## config.mk

```make
export PLATFORM = sky130hd
export DESIGN_NAME = roi_cfg_ctrl_flat
export DESIGN_NICKNAME = d
export VERILOG_FILES = /design/src/rtl/roi_cfg_ctrl_pkg.sv /design/src/rtl/roi_cfg_ctrl_if.sv /design/src/rtl/roi_cfg_ctrl_check.sv /design/src/rtl/roi_cfg_ctrl.sv /design/src/flat_wrapper.sv
export SDC_FILE = /design/constraint.sdc
export NUM_CORES = 1
export LEC_CHECK = 0
export CORE_MARGIN = 3
export CORE_UTILIZATION = 35
export CTS_CLUSTER_SIZE = 25
export DETAILED_ROUTE_END_ITERATION = 12
export SLEW_MARGIN = 25
export SYNTH_ARGS = -nofsm -noshare
export SYNTH_HDL_FRONTEND = slang
export SYNTH_SLANG_ARGS = --single-unit
```

## constraint.sdc

```tcl
create_clock -name clk_i -period 5.2 [get_ports clk_i]
set_input_delay 0.52 -clock clk_i [delete_from_list [all_inputs] [get_ports clk_i]]
set_output_delay 0.52 -clock clk_i [all_outputs]
set_load 0.05 [all_outputs]
```

## src/rtl/roi_cfg_ctrl_pkg.sv

```systemverilog
// Shared constants and state type for the ROI configuration controller.
// Coordinate words carry x in [26:16] and y in [9:0].
package roi_pkg;

    localparam int X_MSB = 26;
    localparam int X_LSB = 16;
    localparam int Y_MSB = 9;
    localparam int Y_LSB = 0;
    localparam int X_W   = 11;
    localparam int Y_W   = 10;

    typedef enum logic [1:0] {
        IDLE  = 2'd0,
        CHECK = 2'd1,
        PEND  = 2'd2
    } state_t;

endpackage

```

## src/rtl/roi_cfg_ctrl_if.sv

```systemverilog
// Request port of the ROI configuration controller (valid/ready plus payload).
interface roi_cfg_ctrl_if #(
    parameter int BIT_C = 32
);
    logic             cfg_valid_i;
    logic             cfg_ready_o;
    logic             cfg_en_i;
    logic [BIT_C-1:0] cfg_xy0_i;
    logic [BIT_C-1:0] cfg_xy1_i;

    modport master (
        output cfg_valid_i, cfg_en_i, cfg_xy0_i, cfg_xy1_i,
        input  cfg_ready_o
    );

    modport slave (
        input  cfg_valid_i, cfg_en_i, cfg_xy0_i, cfg_xy1_i,
        output cfg_ready_o
    );
endinterface

```

## src/rtl/roi_cfg_ctrl_check.sv

```systemverilog
// Combinational corner normalisation and range check for one ROI request.
// A disable request (i_en=0) always passes.
module roi_cfg_check
    import roi_pkg::*;
#(
    parameter int WIDTH  = 800,
    parameter int HEIGHT = 600,
    parameter int BIT_C  = 32
) (
    input  logic             i_en,
    input  logic [BIT_C-1:0] i_xy0,
    input  logic [BIT_C-1:0] i_xy1,
    output logic             o_ok,
    output logic [BIT_C-1:0] o_xy0,
    output logic [BIT_C-1:0] o_xy1,
    output logic [X_W-1:0]   o_w,
    output logic [Y_W-1:0]   o_h
);

    localparam logic [X_W:0] XLIM = (X_W+1)'(WIDTH);
    localparam logic [Y_W:0] YLIM = (Y_W+1)'(HEIGHT);

    logic [X_W-1:0] w_x_lo, w_x_hi;
    logic [Y_W-1:0] w_y_lo, w_y_hi;
    logic           w_unused_bits;

    assign w_unused_bits = ^{i_xy0[BIT_C-1:X_MSB+1], i_xy0[X_LSB-1:Y_MSB+1],
                             i_xy1[BIT_C-1:X_MSB+1], i_xy1[X_LSB-1:Y_MSB+1]};

    // Order each coordinate pair, then range-check the maxima and build outputs.
    always_comb begin
        if (i_xy0[X_MSB:X_LSB] > i_xy1[X_MSB:X_LSB]) begin
            w_x_lo = i_xy1[X_MSB:X_LSB];
            w_x_hi = i_xy0[X_MSB:X_LSB];
        end else begin
            w_x_lo = i_xy0[X_MSB:X_LSB];
            w_x_hi = i_xy1[X_MSB:X_LSB];
        end
        if (i_xy0[Y_MSB:Y_LSB] > i_xy1[Y_MSB:Y_LSB]) begin
            w_y_lo = i_xy1[Y_MSB:Y_LSB];
            w_y_hi = i_xy0[Y_MSB:Y_LSB];
        end else begin
            w_y_lo = i_xy0[Y_MSB:Y_LSB];
            w_y_hi = i_xy1[Y_MSB:Y_LSB];
        end
        o_ok = !i_en || (({1'b0, w_x_hi} < XLIM) && ({1'b0, w_y_hi} < YLIM));
        o_xy0 = {BIT_C{1'b0}};
        o_xy1 = {BIT_C{1'b0}};
        o_xy0[X_MSB:X_LSB] = w_x_lo;
        o_xy0[Y_MSB:Y_LSB] = w_y_lo;
        o_xy1[X_MSB:X_LSB] = w_x_hi;
        o_xy1[Y_MSB:Y_LSB] = w_y_hi;
        o_w = w_x_hi - w_x_lo + 11'd1;
        o_h = w_y_hi - w_y_lo + 10'd1;
    end

endmodule

```

## src/rtl/roi_cfg_ctrl.sv

```systemverilog
// ROI configuration controller: validates crop requests and commits them to the
// crop datapath only at input-stream frame boundaries; counts enabled frames.
module roi_cfg_ctrl
    import roi_pkg::*;
#(
    parameter int WIDTH  = 800,
    parameter int HEIGHT = 600,
    parameter int BIT_C  = 32,
    parameter int FCNT_W = 16
) (
    input  logic              clk_i,
    input  logic              arst_i,
    roi_cfg_ctrl_if.slave     cfg,
    input  logic              tvalid_i,
    input  logic              tlast_i,
    output logic [BIT_C-1:0]  xy_0_o,
    output logic [BIT_C-1:0]  xy_1_o,
    output logic              roi_en_o,
    output logic [X_W-1:0]    roi_w_o,
    output logic [Y_W-1:0]    roi_h_o,
    output logic              commit_o,
    output logic              pend_o,
    output logic              err_o,
    output logic [FCNT_W-1:0] frame_cnt_o
);

    state_t             r_state;
    logic               r_ready, r_commit, r_pend, r_err, r_in_frame;
    logic               r_req_en, r_sh_en, r_en;
    logic [BIT_C-1:0]   r_req_xy0, r_req_xy1, r_sh_xy0, r_sh_xy1, r_xy0, r_xy1;
    logic [X_W-1:0]     r_sh_w, r_w;
    logic [Y_W-1:0]     r_sh_h, r_h;
    logic [FCNT_W-1:0]  r_fcnt;

    logic               w_ok, w_last_beat, w_commit_pt;
    logic [BIT_C-1:0]   w_xy0, w_xy1;
    logic [X_W-1:0]     w_w;
    logic [Y_W-1:0]     w_h;

    roi_cfg_check #(.WIDTH(WIDTH), .HEIGHT(HEIGHT), .BIT_C(BIT_C)) u_check (
        .i_en  (r_req_en),
        .i_xy0 (r_req_xy0),
        .i_xy1 (r_req_xy1),
        .o_ok  (w_ok),
        .o_xy0 (w_xy0),
        .o_xy1 (w_xy1),
        .o_w   (w_w),
        .o_h   (w_h)
    );

    assign w_last_beat = tvalid_i && tlast_i;
    assign w_commit_pt = w_last_beat || (!r_in_frame && !tvalid_i);

    // Request FSM: capture, check, hold in shadow, commit at a frame boundary.
    always_ff @(posedge clk_i or negedge arst_i) begin
        if (!arst_i) begin
            r_state   <= IDLE;
            r_ready   <= 1'b0;
            r_commit  <= 1'b0;
            r_pend    <= 1'b0;
            r_err     <= 1'b0;
            r_req_en  <= 1'b0;
            r_req_xy0 <= {BIT_C{1'b0}};
            r_req_xy1 <= {BIT_C{1'b0}};
            r_sh_en   <= 1'b0;
            r_sh_xy0  <= {BIT_C{1'b0}};
            r_sh_xy1  <= {BIT_C{1'b0}};
            r_sh_w    <= {X_W{1'b0}};
            r_sh_h    <= {Y_W{1'b0}};
            r_en      <= 1'b0;
            r_xy0     <= {BIT_C{1'b0}};
            r_xy1     <= {BIT_C{1'b0}};
            r_w       <= {X_W{1'b0}};
            r_h       <= {Y_W{1'b0}};
        end else begin
            r_commit <= 1'b0;
            case (r_state)
                IDLE: begin
                    if (cfg.cfg_valid_i && r_ready) begin
                        r_req_en  <= cfg.cfg_en_i;
                        r_req_xy0 <= cfg.cfg_xy0_i;
                        r_req_xy1 <= cfg.cfg_xy1_i;
                        r_ready   <= 1'b0;
                        r_state   <= CHECK;
                    end else begin
                        r_ready   <= 1'b1;
                    end
                end
                CHECK: begin
                    if (w_ok) begin
                        r_err   <= 1'b0;
                        r_pend  <= 1'b1;
                        r_sh_en <= r_req_en;
                        // Disable keeps the last geometry so the outputs hold it.
                        if (r_req_en) begin
                            r_sh_xy0 <= w_xy0;
                            r_sh_xy1 <= w_xy1;
                            r_sh_w   <= w_w;
                            r_sh_h   <= w_h;
                        end else begin
                            r_sh_xy0 <= r_sh_xy0;
                        end
                        r_state <= PEND;
                    end else begin
                        r_err   <= 1'b1;
                        r_ready <= 1'b1;
                        r_state <= IDLE;
                    end
                end
                PEND: begin
                    if (w_commit_pt) begin
                        r_en <= r_sh_en;
                        if (r_sh_en) begin
                            r_xy0 <= r_sh_xy0;
                            r_xy1 <= r_sh_xy1;
                            r_w   <= r_sh_w;
                            r_h   <= r_sh_h;
                        end else begin
                            r_xy0 <= r_xy0;
                        end
                        r_commit <= 1'b1;
                        r_pend   <= 1'b0;
                        r_ready  <= 1'b1;
                        r_state  <= IDLE;
                    end else begin
                        r_state <= PEND;
                    end
                end
                default: begin
                    r_pend  <= 1'b0;
                    r_ready <= 1'b1;
                    r_state <= IDLE;
                end
            endcase
        end
    end

    // Track whether the monitored stream is inside a frame.
    always_ff @(posedge clk_i or negedge arst_i) begin
        if (!arst_i) begin
            r_in_frame <= 1'b0;
        end else if (tvalid_i) begin
            r_in_frame <= !tlast_i;
        end else begin
            r_in_frame <= r_in_frame;
        end
    end

    // Count frames finished while cropping; uses the enable before any commit.
    always_ff @(posedge clk_i or negedge arst_i) begin
        if (!arst_i) begin
            r_fcnt <= {FCNT_W{1'b0}};
        end else if (w_last_beat && r_en) begin
            r_fcnt <= r_fcnt + FCNT_W'(1);
        end else begin
            r_fcnt <= r_fcnt;
        end
    end

    assign cfg.cfg_ready_o = r_ready;
    assign xy_0_o          = r_xy0;
    assign xy_1_o          = r_xy1;
    assign roi_en_o        = r_en;
    assign roi_w_o         = r_w;
    assign roi_h_o         = r_h;
    assign commit_o        = r_commit;
    assign pend_o          = r_pend;
    assign err_o           = r_err;
    assign frame_cnt_o     = r_fcnt;

endmodule
```

## src/flat_wrapper.sv

```systemverilog
// flat-port wrapper written by rule: the top's interface ports become plain ports
module roi_cfg_ctrl_flat import roi_pkg::*;
#(
    parameter int WIDTH  = 800,
    parameter int HEIGHT = 600,
    parameter int BIT_C  = 32,
    parameter int FCNT_W = 16
)
  (clk_i, arst_i, tvalid_i, tlast_i, xy_0_o, xy_1_o, roi_en_o, roi_w_o, roi_h_o, commit_o, pend_o, err_o, frame_cnt_o, cfg_cfg_valid_i, cfg_cfg_en_i, cfg_cfg_xy0_i, cfg_cfg_xy1_i, cfg_cfg_ready_o);
  roi_cfg_ctrl_if #(.BIT_C(BIT_C)) cfg_i ();
  input  logic clk_i;
  input  logic arst_i;
  input  logic tvalid_i;
  input  logic tlast_i;
  output logic [BIT_C-1:0] xy_0_o;
  output logic [BIT_C-1:0] xy_1_o;
  output logic roi_en_o;
  output logic [X_W-1:0] roi_w_o;
  output logic [Y_W-1:0] roi_h_o;
  output logic commit_o;
  output logic pend_o;
  output logic err_o;
  output logic [FCNT_W-1:0] frame_cnt_o;
  input wire logic [$bits(cfg_i.cfg_valid_i)-1:0] cfg_cfg_valid_i;
  input wire logic [$bits(cfg_i.cfg_en_i)-1:0] cfg_cfg_en_i;
  input wire logic [$bits(cfg_i.cfg_xy0_i)-1:0] cfg_cfg_xy0_i;
  input wire logic [$bits(cfg_i.cfg_xy1_i)-1:0] cfg_cfg_xy1_i;
  output wire logic [$bits(cfg_i.cfg_ready_o)-1:0] cfg_cfg_ready_o;
  assign cfg_i.cfg_valid_i = cfg_cfg_valid_i;
  assign cfg_i.cfg_en_i = cfg_cfg_en_i;
  assign cfg_i.cfg_xy0_i = cfg_cfg_xy0_i;
  assign cfg_i.cfg_xy1_i = cfg_cfg_xy1_i;
  assign cfg_cfg_ready_o = cfg_i.cfg_ready_o;
  roi_cfg_ctrl #(.WIDTH(WIDTH), .HEIGHT(HEIGHT), .BIT_C(BIT_C), .FCNT_W(FCNT_W)) u_core (.clk_i(clk_i), .arst_i(arst_i), .cfg(cfg_i), .tvalid_i(tvalid_i), .tlast_i(tlast_i), .xy_0_o(xy_0_o), .xy_1_o(xy_1_o), .roi_en_o(roi_en_o), .roi_w_o(roi_w_o), .roi_h_o(roi_h_o), .commit_o(commit_o), .pend_o(pend_o), .err_o(err_o), .frame_cnt_o(frame_cnt_o));
endmodule
```

* After elaboration in Yosys (flattened, before gate mapping)
Index checks and enable logic that the tools add are counted.
** Word-level totals
- Register bits after elaboration :: 206
- Input port bits :: 70
** Operators by class
- $add $sub $neg :: 5
- Order comparisons :: 4
- Equal/unequal tests :: 6
- Multiplexer cells :: 18
- Bitwise gates (word level) :: 1
- Reduce and logical (&&, ||, !) cells :: 19
** Operators by type and width (number)
- $mux W11 :: 2
- $mux W10 :: 2
- $add A16 B1 Y16 const B :: 1
- $add A11 B1 Y11 const B :: 1
- $gt A11 B11 Y1 :: 1
- $lt A11 B10 Y1 const B :: 1
- $sub A11 B11 Y11 :: 1
- $add A10 B1 Y10 const B :: 1
- $gt A10 B10 Y1 :: 1
- $lt A10 B10 Y1 const B :: 1
- $sub A10 B10 Y10 :: 1
- $reduce_and A3 Y1 :: 3
- $mux W1 :: 8
- $reduce_and A2 Y1 :: 4
- $mux W2 :: 3
- $pmux W1 S3 :: 2
- $pmux W2 S3 :: 1
- $logic_and A1 B1 Y1 :: 5
- $logic_not A1 Y1 :: 4
- $ne A2 B1 Y1 const B :: 2
- $ne A2 B2 Y1 const B :: 2
- $eq A2 B1 Y1 const B :: 1
- $eq A2 B2 Y1 const B :: 1
- $logic_not A2 Y1 :: 1
- other kinds (2) :: 3

* Depth between registers and ports, before layout
- Word-level depth :: 7
- Depth in mapped cells :: 18
- Mapped depth without buffers :: 17

* Modules after synthesis
From an unflattened synthesis, not the netlist that was laid out.
** Second synthesis, totals
- Cell total of the unflattened synthesis :: 911
- Area, all modules :: 12007.8 µm²
** By module, submodules not included
- roi_cfg_ctrl :: times used 1, cells each 587, area each 9776.9 µm²
- roi_cfg_check :: times used 1, cells each 324, area each 2230.9 µm²

* Least setup slack after synthesis
Ideal clock, no wire load.
- Path kind :: register -> register
- From :: register u_core.r_req_xy1[24]
- To :: register u_core.r_sh_w[10]
- Setup time :: 125 ps
- Arrival :: 4454 ps
- Required time :: 5075 ps
- Setup slack :: 621 ps
- Cell stages (with the launch flop) :: 19
- Clock period less this slack :: 4579 ps
- Path through :: dfrtp_1 inv_1 ha_1 a211oi_1 nor2_1 a2111oi_4 or2_1 buf_2 buf_1 nand2_1 o21ai_0 ha_1 and3_1 a221o_1 o41a_1 a21o_1 a21oi_1 xnor3_1 mux2_4
** On the way
- Word-level cells in the longest chain between the ends :: 6
- Elaborated cells on any way between the ends :: 9
- Classes of those cells :: add/sub (2); order compare (2); mux (2); reduce/logical (3)
** RTL lines
- from (decl) :: RTL line roi_cfg_ctrl.sv:30 : logic [BIT_C-1:0] r_req_xy0, r_req_xy1, r_sh_xy0, r_sh_xy1, r_xy0, r_xy1;
- from (signal assigned) :: RTL line roi_cfg_ctrl.sv:64 : r_req_xy1 <= {BIT_C{1'b0}};
- from (signal assigned) :: RTL line roi_cfg_ctrl.sv:82 : r_req_xy1 <= cfg.cfg_xy1_i;
- parallel branches: the longest is 6 deep, another holds $gt A11 B11 Y1
- to (signal assigned) :: RTL line roi_cfg_ctrl.sv:68 : r_sh_w <= {X_W{1'b0}};
- to (signal assigned) :: RTL line roi_cfg_ctrl.sv:98 : r_sh_w <= w_w;
- to (decl) :: RTL line roi_cfg_ctrl.sv:31 : logic [X_W-1:0] r_sh_w, r_w;
Several ways; the timed one is not identified.
A chain may end at the register's enable or synchronous reset.

* Worst setup path in the final report
Ends and elaborated chain as after synthesis.

==> flow_summary_export.csv <==
group,metric,value,unit
clocking,cts_tree,"done",
grt,grt_usage,14.7,%
route,wirelength,21000,µm
clocking,cts_root_buffer,"clkbuf_16",
clocking,clkLatencyLatePin,0.43,ns
timing,tns,0,ns
route,drc,0,
place,dp_hpwl,15000,µm
timing,hold_violations,0,
timing,skew,0.0117,ns
clocking,cts_resized,0,
floorplan,fp-row-count,59,
timing,fmaxAchievable,0.212,GHz
synthesis,ys_warn_count,0,
floorplan,coreArea,26500,µm²
hold_path,hold_path.class,"primary input to async pin",
timing,setup_viol,0,
floorplan,fp.dieW,171,µm
place,port_buffers,131,
timing,period_needed,4.73,ns
job,drv_cap,0,
synthesis,avgSynthCellArea,12.0,µm²
cells_and_area,final_nets,1042,
cells_and_area,fin_area,11800,µm²
synthesis,synth-edff-count,0,
grt,grt_overflow_total,0,
route,antenna_left,0,
place,placed_area,11200,µm²
grt,grt_pass1_wl,33800,µm
critical_path,crit_arrival,5.04,ns
synthesis,syn-cell-area,9590,µm²
synthesis,netlist_instances,800,
clocking,clock_path_buffers,2,
grt,grt_max_degree,87,
critical_path,critPathLaunchType,"flop",
clocking,hold_buffers,0,
cells_and_area,final_cell_mix,"194 x dfrtp_1, 130 x clkdlybuf4s50_1, 90 x nand2_1, 89 x mux2_2, 82 x o21ai_0",
route,routedWlPerCell,16.4,µm
grt,antenna_found_initial,0,
critical_path,crit_path_end_kind,"flop",
floorplan,start_util,36.2,%
floorplan,pin_count,176,
timing,whs,0.138,ns
floorplan,die_h,171,µm
route,avgViaCountPerCell,4.84,
critical_path,critPathMaxFanout,13,
timing,relSlewSlack,42.1,%
timing,tightest_slew,0.869,ns
cells_and_area,fin_cells,1279,
route,drt_iter0_markers,292,
timing,finalCritPeriodShare,90.9,%
clocking,cts_made_buffers,17,
cells_and_area,area_growth,22.9,%
clocking,h-tree-depth,4,
cells_and_area,drive_gt1_share,21.0,%
grt,grt_pass1_vias,6273,
timing,drv_slew,0,
place,post-place-cells,1247,
status,status,"completed",
place,gp_congestion,0.828,
cells_and_area,final_common_cell,"dfrtp_1",
timing,rsz0062_at_grt,"no",
synthesis,ys_seq_elements,194,
synthesis,synth_cell_types,55,
route,firstDrtPassIters,4,
synthesis,synth_seq_area_share,50.6,%
synthesis,synth-async-reset-ratio,100,%
clocking,postCtsSetupRepairBufs,0,
clocking,numClockSinks,194,
floorplan,die-area,29400,µm²
critical_path,cp.required,5.51,ns
cells_and_area,insertedDiodeCount,0,
route,vias,6189,
synthesis,synth_top_flop_cell,"dfrtp_1",
clocking,clk_pin_slew_worst_paths,0.07,ns
critical_path,worstSetupPathType,"flop to flop",
[cell usage after synthesis (all sizes together) (4+ instances only)]
master	number	area (µm²)
o22ai	5	31.3
nor3	6	30.0
nand4	9	77.6
xnor2	18	158
o21bai	4	30.0
inv	33	124
clkbuf	23	86.3
ha	39	488
buf	30	241
o21ai	83	415
dfrtp	194	4850
nand3	13	65.1
nand2	91	342
nor2	18	70.1
and3	6	37.5
a211oi	4	35.0
a21o	6	45.0
mux2	147	1850
xor2	9	78.8
a21oi	19	95.1
or3	8	50.1
nand2b	7	43.8
[worst max-delay path, stage by stage, from the launching register on]
cell	delay [ns]
dfrtp_1	0.44
inv_1	0.11
ha_1	0.36
a211oi_1	0.22
nor2_1	0.10
a2111oi_4	0.52
nor2_2	0.26
nand2_1	0.15
nor2_1	0.05
a21oi_1	0.25
ha_1	0.29
a21o_1	0.19
a221o_1	0.32
o41a_1	0.36
a21o_1	0.19
a21oi_1	0.19
xnor3_1	0.35
mux2_4	0.27
[through the flow]
stage               setup WS, ns  util (%)
finish                     0.473      44.5
global route               0.166      44.5
CTS                        0.455      44.5
detailed placement         0.476      42.3
global placement           0.513      42.3
floorplan                  0.621         -
[cells by family after synthesis]
kind of cell | synth area share [%]
other | 0.0391
buffers and inverters | 4.71
adder cells (fa/ha/maj) | 5.51
AO/OA/AOI/OAI | 8.63
AND/OR/NAND/NOR | 8.07
XOR/XNOR | 2.95
flip-flops | 50.6
multiplexers | 19.4
[layout make-up]
| class | instances | area (µm²) |
|---|---|---|
| multi-input combinational | 541 | 4370 |
| clock buffer | 18 | 439 |
| clock inverter | 14 | 140 |
| inverter | 33 | 124 |
| timing repair buffer | 144 | 1440 |
| sequential | 194 | 4850 |
| fill | 2462 | 14700 |
| tap | 335 | 419 |
[final timing paths]
| check | startpoint | to | slack [ns] | cells after the start |
|---|---|---|---|---|
| max | u_core.r_req_xy1[24]$_DFFE_PN0P_ | u_core.r_sh_w[10]$_DFFE_PN0P_ | 0.47 | 17 |
| min | arst_i | u_core.roi_h_o[4]$_DFFE_PN0P_ | 0.14 | 1 |
| max reg2reg | u_core.r_req_xy1[24]$_DFFE_PN0P_ | u_core.r_sh_w[10]$_DFFE_PN0P_ | 0.47 | 17 |
| min reg2reg | u_core.roi_h_o[9]$_DFFE_PN0P_ | u_core.roi_h_o[9]$_DFFE_PN0P_ | 0.48 | 2 |
| max in group asynchronous | arst_i | u_core.roi_h_o[9]$_DFFE_PN0P_ | 3.85 | 2 |
| min in group clk_i | u_core.roi_h_o[9]$_DFFE_PN0P_ | u_core.roi_h_o[9]$_DFFE_PN0P_ | 0.48 | 2 |
[layer usage]
layer | vias up | share of wire, % | GRT usage [%]
li1 | 3010 | - | -
met1 | 3043 | 45 | 19.2
met2 | 125 | 51 | 25.1
met4 | 0 | 0.72 | 3.08
met5 | - | 0 | 0
met3 | 11 | 3.9 | 3.38
[registers in the layout, summed over array words and instances (netlist names), 16 cells and up]
register and cells:
u_core.r_req_xy0 21, u_core.r_req_xy1 21, u_core.r_sh_xy0 21, u_core.r_sh_xy1 21, u_core.xy_0_o 21, u_core.xy_1_o 21
u_core.frame_cnt_o 16
Power is not shown: default switching activity piles up to over one toggle a cycle in this logic, so the estimate is an artifact.
